<file path="src/rtl/lsu_arbiter.sv">
// -----------------------------------------------------------------------------
// lsu_arbiter
//   Shares the single load/store unit port between the CPU memory stage
//   (port A, normally high priority) and a DMA/boot-loader master (port B).
//   One access is granted per cycle. Load data is captured at the closing edge
//   of the grant cycle and returned to the winner one cycle later.
//   Forward progress: a pending DMA request refused STARVE_LIMIT cycles in a
//   row is forced to win, and a locked DMA burst is capped at BURST_MAX grants.
//
// Ports
//   i_clk, i_rst_n                  clock, asynchronous active-low reset
//   i_cpu_* / i_dma_*               request fields (held stable until granted)
//   i_dma_lock                      DMA burst request, sampled on DMA grants
//   o_cpu_gnt / o_dma_gnt           combinational grant (at most one per cycle)
//   o_*_rsp_vld, o_*_ld_data        registered load response
//   o_lsu_*                         fields driven to the LSU
//   i_lsu_ld_data                   combinational load data from the LSU
// -----------------------------------------------------------------------------
module lsu_arbiter #(
  parameter int STARVE_LIMIT = 8,  // 1..255
  parameter int BURST_MAX    = 4   // 1..255
) (
  input  logic        i_clk,
  input  logic        i_rst_n,
  input  logic        i_cpu_req,
  input  logic        i_cpu_wren,
  input  logic [2:0]  i_cpu_func3,
  input  logic [31:0] i_cpu_addr,
  input  logic [31:0] i_cpu_st_data,
  output logic        o_cpu_gnt,
  output logic        o_cpu_rsp_vld,
  output logic [31:0] o_cpu_ld_data,
  input  logic        i_dma_req,
  input  logic        i_dma_wren,
  input  logic [2:0]  i_dma_func3,
  input  logic [31:0] i_dma_addr,
  input  logic [31:0] i_dma_st_data,
  input  logic        i_dma_lock,
  output logic        o_dma_gnt,
  output logic        o_dma_rsp_vld,
  output logic [31:0] o_dma_ld_data,
  output logic [31:0] o_lsu_addr,
  output logic [31:0] o_lsu_st_data,
  output logic [2:0]  o_lsu_func3,
  output logic        o_lsu_wren,
  input  logic [31:0] i_lsu_ld_data
);

  typedef enum logic {ST_IDLE, ST_DMA_BURST} state_t;

  localparam logic [7:0] L_STARVE_LIMIT = 8'(STARVE_LIMIT);
  localparam logic [7:0] L_BURST_MAX    = 8'(BURST_MAX);
  localparam logic       L_BURST_EN     = (BURST_MAX > 1);

  state_t     r_state, w_state_nxt;
  logic [7:0] r_starve_cnt, w_starve_nxt;
  logic [7:0] r_burst_cnt, w_burst_nxt;
  logic       w_cpu_gnt, w_dma_gnt;

  // Arbitration and next-state.
  always_comb begin
    // NOTE: every signal written here gets a default first so no latch is
    // inferred on paths that do not assign it.
    w_cpu_gnt   = 1'b0;
    w_dma_gnt   = 1'b0;
    w_state_nxt = r_state;
    w_burst_nxt = r_burst_cnt;

    case (r_state)
      ST_IDLE: begin
        if (i_dma_req && (!i_cpu_req || (r_starve_cnt == L_STARVE_LIMIT))) begin
          w_dma_gnt = 1'b1;
        end else if (i_cpu_req) begin
          w_cpu_gnt = 1'b1;
        end
        if (w_dma_gnt && i_dma_lock && L_BURST_EN) begin
          w_state_nxt = ST_DMA_BURST;
          w_burst_nxt = 8'd1;
        end
      end
      ST_DMA_BURST: begin
        if (i_dma_req) begin
          w_dma_gnt   = 1'b1;
          w_burst_nxt = r_burst_cnt + 8'd1;
          if (!i_dma_lock || (w_burst_nxt >= L_BURST_MAX)) begin
            w_state_nxt = ST_IDLE;
            w_burst_nxt = 8'd0;
          end
        end else begin
          // DMA dropped its request: the burst is over and the CPU may use
          // this otherwise idle slot.
          w_cpu_gnt   = i_cpu_req;
          w_state_nxt = ST_IDLE;
          w_burst_nxt = 8'd0;
        end
      end
      default: begin
        w_state_nxt = ST_IDLE;
        w_burst_nxt = 8'd0;
      end
    endcase

    // Grants must vanish the moment reset asserts, not at the next edge, so
    // no store reaches the LSU while the arbiter is held in reset.
    if (!i_rst_n) begin
      w_cpu_gnt = 1'b0;
      w_dma_gnt = 1'b0;
    end
  end

  // Starvation counter: counts refused DMA cycles, saturating at the limit.
  always_comb begin
    if (!i_dma_req || w_dma_gnt) begin
      w_starve_nxt = 8'd0;
    end else if (r_starve_cnt < L_STARVE_LIMIT) begin
      w_starve_nxt = r_starve_cnt + 8'd1;
    end else begin
      w_starve_nxt = r_starve_cnt;
    end
  end

  always_ff @(posedge i_clk or negedge i_rst_n) begin
    if (!i_rst_n) begin
      r_state      <= ST_IDLE;
      r_starve_cnt <= 8'd0;
      r_burst_cnt  <= 8'd0;
    end else begin
      // NOTE: sequential state uses non-blocking assignments so every
      // register samples pre-edge values regardless of statement order.
      r_state      <= w_state_nxt;
      r_starve_cnt <= w_starve_nxt;
      r_burst_cnt  <= w_burst_nxt;
    end
  end

  // LSU port mux; idle cycles drive a harmless word-sized load of address 0.
  always_comb begin
    o_lsu_addr    = 32'd0;
    o_lsu_st_data = 32'd0;
    o_lsu_func3   = 3'b010;
    o_lsu_wren    = 1'b0;
    if (w_dma_gnt) begin
      o_lsu_addr    = i_dma_addr;
      o_lsu_st_data = i_dma_st_data;
      o_lsu_func3   = i_dma_func3;
      o_lsu_wren    = i_dma_wren;
    end else if (w_cpu_gnt) begin
      o_lsu_addr    = i_cpu_addr;
      o_lsu_st_data = i_cpu_st_data;
      o_lsu_func3   = i_cpu_func3;
      o_lsu_wren    = i_cpu_wren;
    end
  end

  assign o_cpu_gnt = w_cpu_gnt;
  assign o_dma_gnt = w_dma_gnt;

  // Load responses: the winner's data register captures, the other holds.
  always_ff @(posedge i_clk or negedge i_rst_n) begin
    if (!i_rst_n) begin
      o_cpu_rsp_vld <= 1'b0;
      o_cpu_ld_data <= 32'd0;
      o_dma_rsp_vld <= 1'b0;
      o_dma_ld_data <= 32'd0;
    end else begin
      o_cpu_rsp_vld <= w_cpu_gnt && !i_cpu_wren;
      o_dma_rsp_vld <= w_dma_gnt && !i_dma_wren;
      if (w_cpu_gnt && !i_cpu_wren) o_cpu_ld_data <= i_lsu_ld_data;
      if (w_dma_gnt && !i_dma_wren) o_dma_ld_data <= i_lsu_ld_data;
    end
  end

endmodule
</file>
<file path="config.mk">
export PLATFORM = sky130hd
export DESIGN_NAME = lsu_arbiter
export DESIGN_NICKNAME = d
export VERILOG_FILES = /design/src/rtl/lsu_arbiter.sv
export SDC_FILE = /design/constraint.sdc
export NUM_CORES = 1
export LEC_CHECK = 0
export CAP_MARGIN = 20
export CORE_ASPECT_RATIO = 0.6
export CORE_UTILIZATION = 34
export DETAILED_ROUTE_END_ITERATION = 8
export PLACE_DENSITY = 0.85
export SKIP_CTS_REPAIR_TIMING = 1
export SYNTH_ARGS = -nofsm -noshare
export SYNTH_HDL_FRONTEND = slang
export SYNTH_SLANG_ARGS = --single-unit
</file>
<file path="constraint.sdc">
create_clock -name i_clk -period 3.15 [get_ports i_clk]
set_input_delay 0.63 -clock i_clk [delete_from_list [all_inputs] [get_ports i_clk]]
set_output_delay 0.63 -clock i_clk [all_outputs]
set_load 0.02 [all_outputs]
</file>
## Word level (Yosys, flattened, before mapping)

Index checks and enable logic that the tools add are counted.

| storage, ports and cells | value |
|---|---|
| flip-flop bits (word level) | 83 |
| word-level logic and storage cells | 55 |

| operators by class | value |
|---|---|
| add/sub/neg operators | 2 |
| $lt $le $gt $ge | 2 |
| equality and inequality tests | 2 |
| multiplexer cells | 28 |
| bitwise gates (word level) | 1 |
| reductions and logical operators | 13 |

Operators with widths:

| cell | count |
|---|---|
| 32-bit 2-to-1 mux | 4 |
| 8-bit 2-to-1 mux | 5 |
| 8-bit by 1-bit adder with 8-bit output, second input constant | 2 |
| 8-bit case mux with 2 select lines | 1 |
| 1-bit 2-to-1 mux | 13 |
| 8-bit by 4-bit == test with 1-bit output, second input constant | 1 |
| 8-bit by 3-bit >= comparator with 1-bit output, second input constant | 1 |
| 8-bit by 4-bit less-than comparator with 1-bit output, second input constant | 1 |
| 3-bit 2-to-1 mux | 2 |
| 1-bit case mux with 2 select lines | 3 |
| 1-bit logical NOT | 5 |
| 1-bit logical AND | 4 |
| 1-bit logical OR | 3 |
| 2-bit inequality test, second input constant | 1 |
| 2-bit nonzero test | 1 |
| 1-bit inverter | 1 |

## Logic depth before layout (Yosys ltp)

| depth | value |
|---|---|
| word-level depth | 9 |
| gate-level depth with buffers | 9 |
| depth with buffers taken out | 7 |

## Worst setup path after synthesis

Ideal clock, no wire load.

| path | value |
|---|---|
| path kind | register to output |
| from | register r_starve_cnt[5] |
| to | output o_lsu_func3[1] |
| arrival | 2.279 ns |
| data required time | 2.520 ns |
| path slack | 0.241 ns |
| cell stages (with the launch flop) | 6 |
| cell sequence | dfrtp_1 > or4_4 > o311ai_4 > a21oi_2 > clkbuf_1 > a2bb2oi_1 |

| on the way | value |
|---|---|
| cells in the longest elaborated chain, start to end | 8 |
| elaborated cells on any way between the ends | 12 |

Ends and longest elaborated chain:

| element | line | source |
|---|---|---|
| start, declared | 56 | `logic [7:0] r_starve_cnt, w_starve_nxt;` |
| start signal, assigned | 131 | `r_starve_cnt <= w_starve_nxt;` |
| 8-bit by 4-bit == test with 1-bit output | 71 | `if (i_dma_req && (!i_cpu_req \|\| (r_starve_cnt == L_STARVE_LIMIT))) begin` |
| 1-bit logical OR | 71 |  |
| 1-bit logical AND | 71 |  |
| 1-bit 2-to-1 mux | 71 |  |
| 1-bit case mux with 2 select lines | 69 | `case (r_state)` |
| 1-bit 2-to-1 mux | 105 | `if (!i_rst_n) begin` |
| named net o_cpu_gnt | 30 | `output logic o_cpu_gnt,` |
| 3-bit 2-to-1 mux | 147 | `end else if (w_cpu_gnt) begin` |
| 3-bit 2-to-1 mux | 142 | `if (w_dma_gnt) begin` |
| end, declared | 44 | `output logic [2:0] o_lsu_func3,` |

The timed path passes the listed nets, and every way through them passes these cells. The select of a mux whose other input is x is not followed.

## Worst setup path after layout

| path | value |
|---|---|
| from | register r_starve_cnt[7] |
| to | output o_lsu_st_data[24] |

| on the way | value |
|---|---|
| cells in the longest elaborated chain, start to end | 8 |
| elaborated cells on any way between the ends | 12 |

Ends and longest elaborated chain:

| element | line | source |
|---|---|---|
| 8-bit by 4-bit == test with 1-bit output * | 71 |  |
| 1-bit logical OR * | 71 |  |
| 1-bit logical AND * | 71 |  |
| 1-bit 2-to-1 mux | 71 |  |
| 1-bit case mux with 2 select lines / 1-bit 2-to-1 mux (equally long branches) | 69 |  |
| 1-bit 2-to-1 mux / 1-bit case mux with 2 select lines (equally long branches) | 105, 69 |  |
| 32-bit 2-to-1 mux / 1-bit 2-to-1 mux (equally long branches) | 147, 105 |  |
| 32-bit 2-to-1 mux * | 142 |  |
| end, declared | 43 | `output logic [31:0] o_lsu_st_data,` |

Every way passes the cells marked *; elsewhere a longest branch is shown, timed or not. The select of a mux whose other input is x is not followed.

==> results.toml <==
[outcome]
outcome = "complete, but fails checks"
violations = "negative setup slack"

[sta]
slew_headroom = 0.375
fin_ws_ns = -0.183
hold_violations = 0
max_freq_mhz = 300
slew_viol_final = 0
period_share = 1.06
rsz0062_at_grt = "true"
fin_crit_ns = 3.33
finClkSkew_ns = 0.00680
tightest_slew_ns = 0.938
finalSetupViolCount = 40

[finish]
final_util = 0.705
final_common_cell = "clkdlybuf4s50_1"
syn2layout_area_growth_pct = 100
final_area_mm2 = 0.00802
num-nets-final = 810
n_fill_cell = 835
final_cell_mix = "clkdlybuf4s50_1, dfrtp_1, mux2_2"
drive_gt1_frac = 0.329

[setup_path]
critPathLaunchType = "flip-flop"
crit_slowest_cell = "or4_4"
crit_top_cell = "buf_12"
critPathCaptureType = "output pin"
critical_path_class = "reg2out"
cp.arrival_ns = 2.70
max_stage_delay_ns = 0.55
r2r_slack_ns = 0.41
cp_top_family = "simple AND/OR/NAND/NOR gates"
r2r_cells = 5
r2r-end = "o_dma_ld_data[15]$_DFFE_PN0P_"
reg2reg_from = "r_starve_cnt[7]$_DFFE_PN0P_"
worstPathCellList = "or4_4 -> o311ai_4 -> nand3_4 -> clkinv_4 -> buf_12 -> buf_12 -> buf_12 -> clkbuf_16 -> a22o_1 -> buf_6"
path_max_fanout = 7
path_buf_inv = 6
cp.required_ns = 2.52

[route]
wl_per_cell_um = 23.7
drt_first_pass_iters = 4
ant_nets = 0
drt_iter0_markers = 189
wl_um = 19000
dr.max_layer_used = "met4"
vias = 4097
vias_per_cell = 5.12
dr_wl_met2_um = 10300
wl_met1_um = 6660
wl_met3_um = 1110
drc_errors = 0

[power_and_ir_drop]
p_per_area_mw_per_mm2 = 482
vdd.ir_drop.worst_mv = 0.341
p_leak_nw = 3.59
finalPower_mw = 3.87

[yosys]
synth_edf_count = 0
avgSynthCellArea_um2 = 13.4
synthFlopType = "dfrtp_1"
synth_area_mm2 = 0.00401
synthCells = 298
ys_warn_count = 0
async_flop_share = 1.00
ys_ff_latch = 83
synthDistinctLibCells = 40
synth.net_count = 474
yosysSeqAreaShare = 0.518

[floorplan]
dieArea_mm2 = 0.0122
io-pin-count = 309
fp-row-count = 30
core_area_mm2 = 0.0114
die_x_um = 142
fp.dieH_um = 86.1
initial_core_util = 0.352

[place]
postPlaceCellArea_mm2 = 0.00726
dpl.hpwl_um = 14900
io_buffers = 308
finalWeightedCongestion = 0.896

[global_route]
grt_pass1_wl_um = 24800
grt_antenna_before_repair = 1
track_usage = 0.285
globalRouteOverflowTotal = 0
grt_start_max_net_pins = 74
grt_pass1_vias = 4046

[cts]
clock_latency_ns = 0.33
cts_root_buffer = "clkbuf_16"
cts_inserted_buffers = 9
clockBufferDepth = 2
htreeDepth = 3
cts_tree = "yes"
clock-sinks = 83
path_clk_slew_ns = 0.06

[hold_path]
hp-class = "in2async"

[run]
maxCapViolations = 0
routing by layer:
metal  track usage  vias up
met2         0.516      180
met3        0.0854       56
met4         0.178        0
met5             0        -
met1         0.293     2049
li1              -     1812
sequential cells by signal, summed over array words and instances (netlist names):
signal / cells
r_burst_cnt: 8
o_cpu_ld_data: 32
o_cpu_rsp_vld: 1
o_dma_ld_data: 32
o_dma_rsp_vld: 1
r_state: 1
r_starve_cnt: 8
synth_stat cells (all sizes together) (2+ instances only):
cell	count	share of area
o22ai	2	0.0031
buf	10	0.016
inv	7	0.0066
a22o	67	0.15
nor2b	6	0.0094
nor2	2	0.0019
clkbuf	11	0.023
and3	7	0.011
nand3	4	0.0081
dfrtp	83	0.52
ha	3	0.0094
nand4	2	0.0031
a21oi	4	0.0059
nand2	5	0.0047
mux2	65	0.18
nor3	3	0.0037
o21a	2	0.0037
stage by stage:
stage | setup WS [ns] | std cells | setup TNS [ns] | hold slack (ns)
after detailed placement | -0.100 | 760 | -2.87 | 0.494
final | -0.183 | 800 | -2.98 | 0.157
after global routing | -0.244 | 800 | -6.22 | 0.155
after global placement | -0.0158 | 760 | -0.0984 | 0.486
after CTS | -0.467 | 776 | -23.69 | 0.153
after floorplan | 0.241 | 298 | 0 | 0.334
worst max-delay path by stage:
stage | start | endpoint | slack (ns) | cells past startpoint
floorplan | r_starve_cnt[5]$_DFFE_PN0P_ | o_lsu_func3[1] | 0.24 | 5
global placement | r_starve_cnt[5]$_DFFE_PN0P_ | o_lsu_addr[22] | -0.02 | 7
detailed placement | r_starve_cnt[5]$_DFFE_PN0P_ | o_lsu_addr[22] | -0.10 | 7
CTS | r_starve_cnt[5]$_DFFE_PN0P_ | o_lsu_addr[22] | -0.47 | 7
global route | r_starve_cnt[7]$_DFFE_PN0P_ | o_lsu_st_data[24] | -0.24 | 10
finish | r_starve_cnt[7]$_DFFE_PN0P_ | o_lsu_st_data[24] | -0.18 | 10
logic make-up after synthesis:
logic type               share of synthesized area
XOR/XNOR                                   0.00437
buffers and inverters                       0.0453
AO/OA/AOI/OAI                                0.178
multiplexers                                 0.185
AND/OR/NAND/NOR                             0.0603
flip-flops                                   0.518
adder cells (fa/ha/maj)                    0.00937
where the power goes:
group | total, mW | switching (mW) | internal [mW]
registers | 1.38 | 0.113 | 1.26
clock network | 0.966 | 0.428 | 0.537
logic | 1.53 | 0.682 | 0.845
cell type report:
| class | instances | area (um2) | area share |
|---|---|---|---|
| Antenna cell | 1 | 2.50 | 0.000312 |
| Clock buffer | 11 | 233 | 0.0290 |
| Timing Repair Buffer | 346 | 3520 | 0.438 |
| Multi-Input combinational cell | 187 | 1920 | 0.240 |
| Tap cell | 160 | 200 | 0.0250 |
| Sequential cell | 83 | 2080 | 0.259 |
| Inverter | 7 | 31.3 | 0.00390 |
| Clock inverter | 5 | 38.8 | 0.00484 |
(Power assumes the default switching activity.)
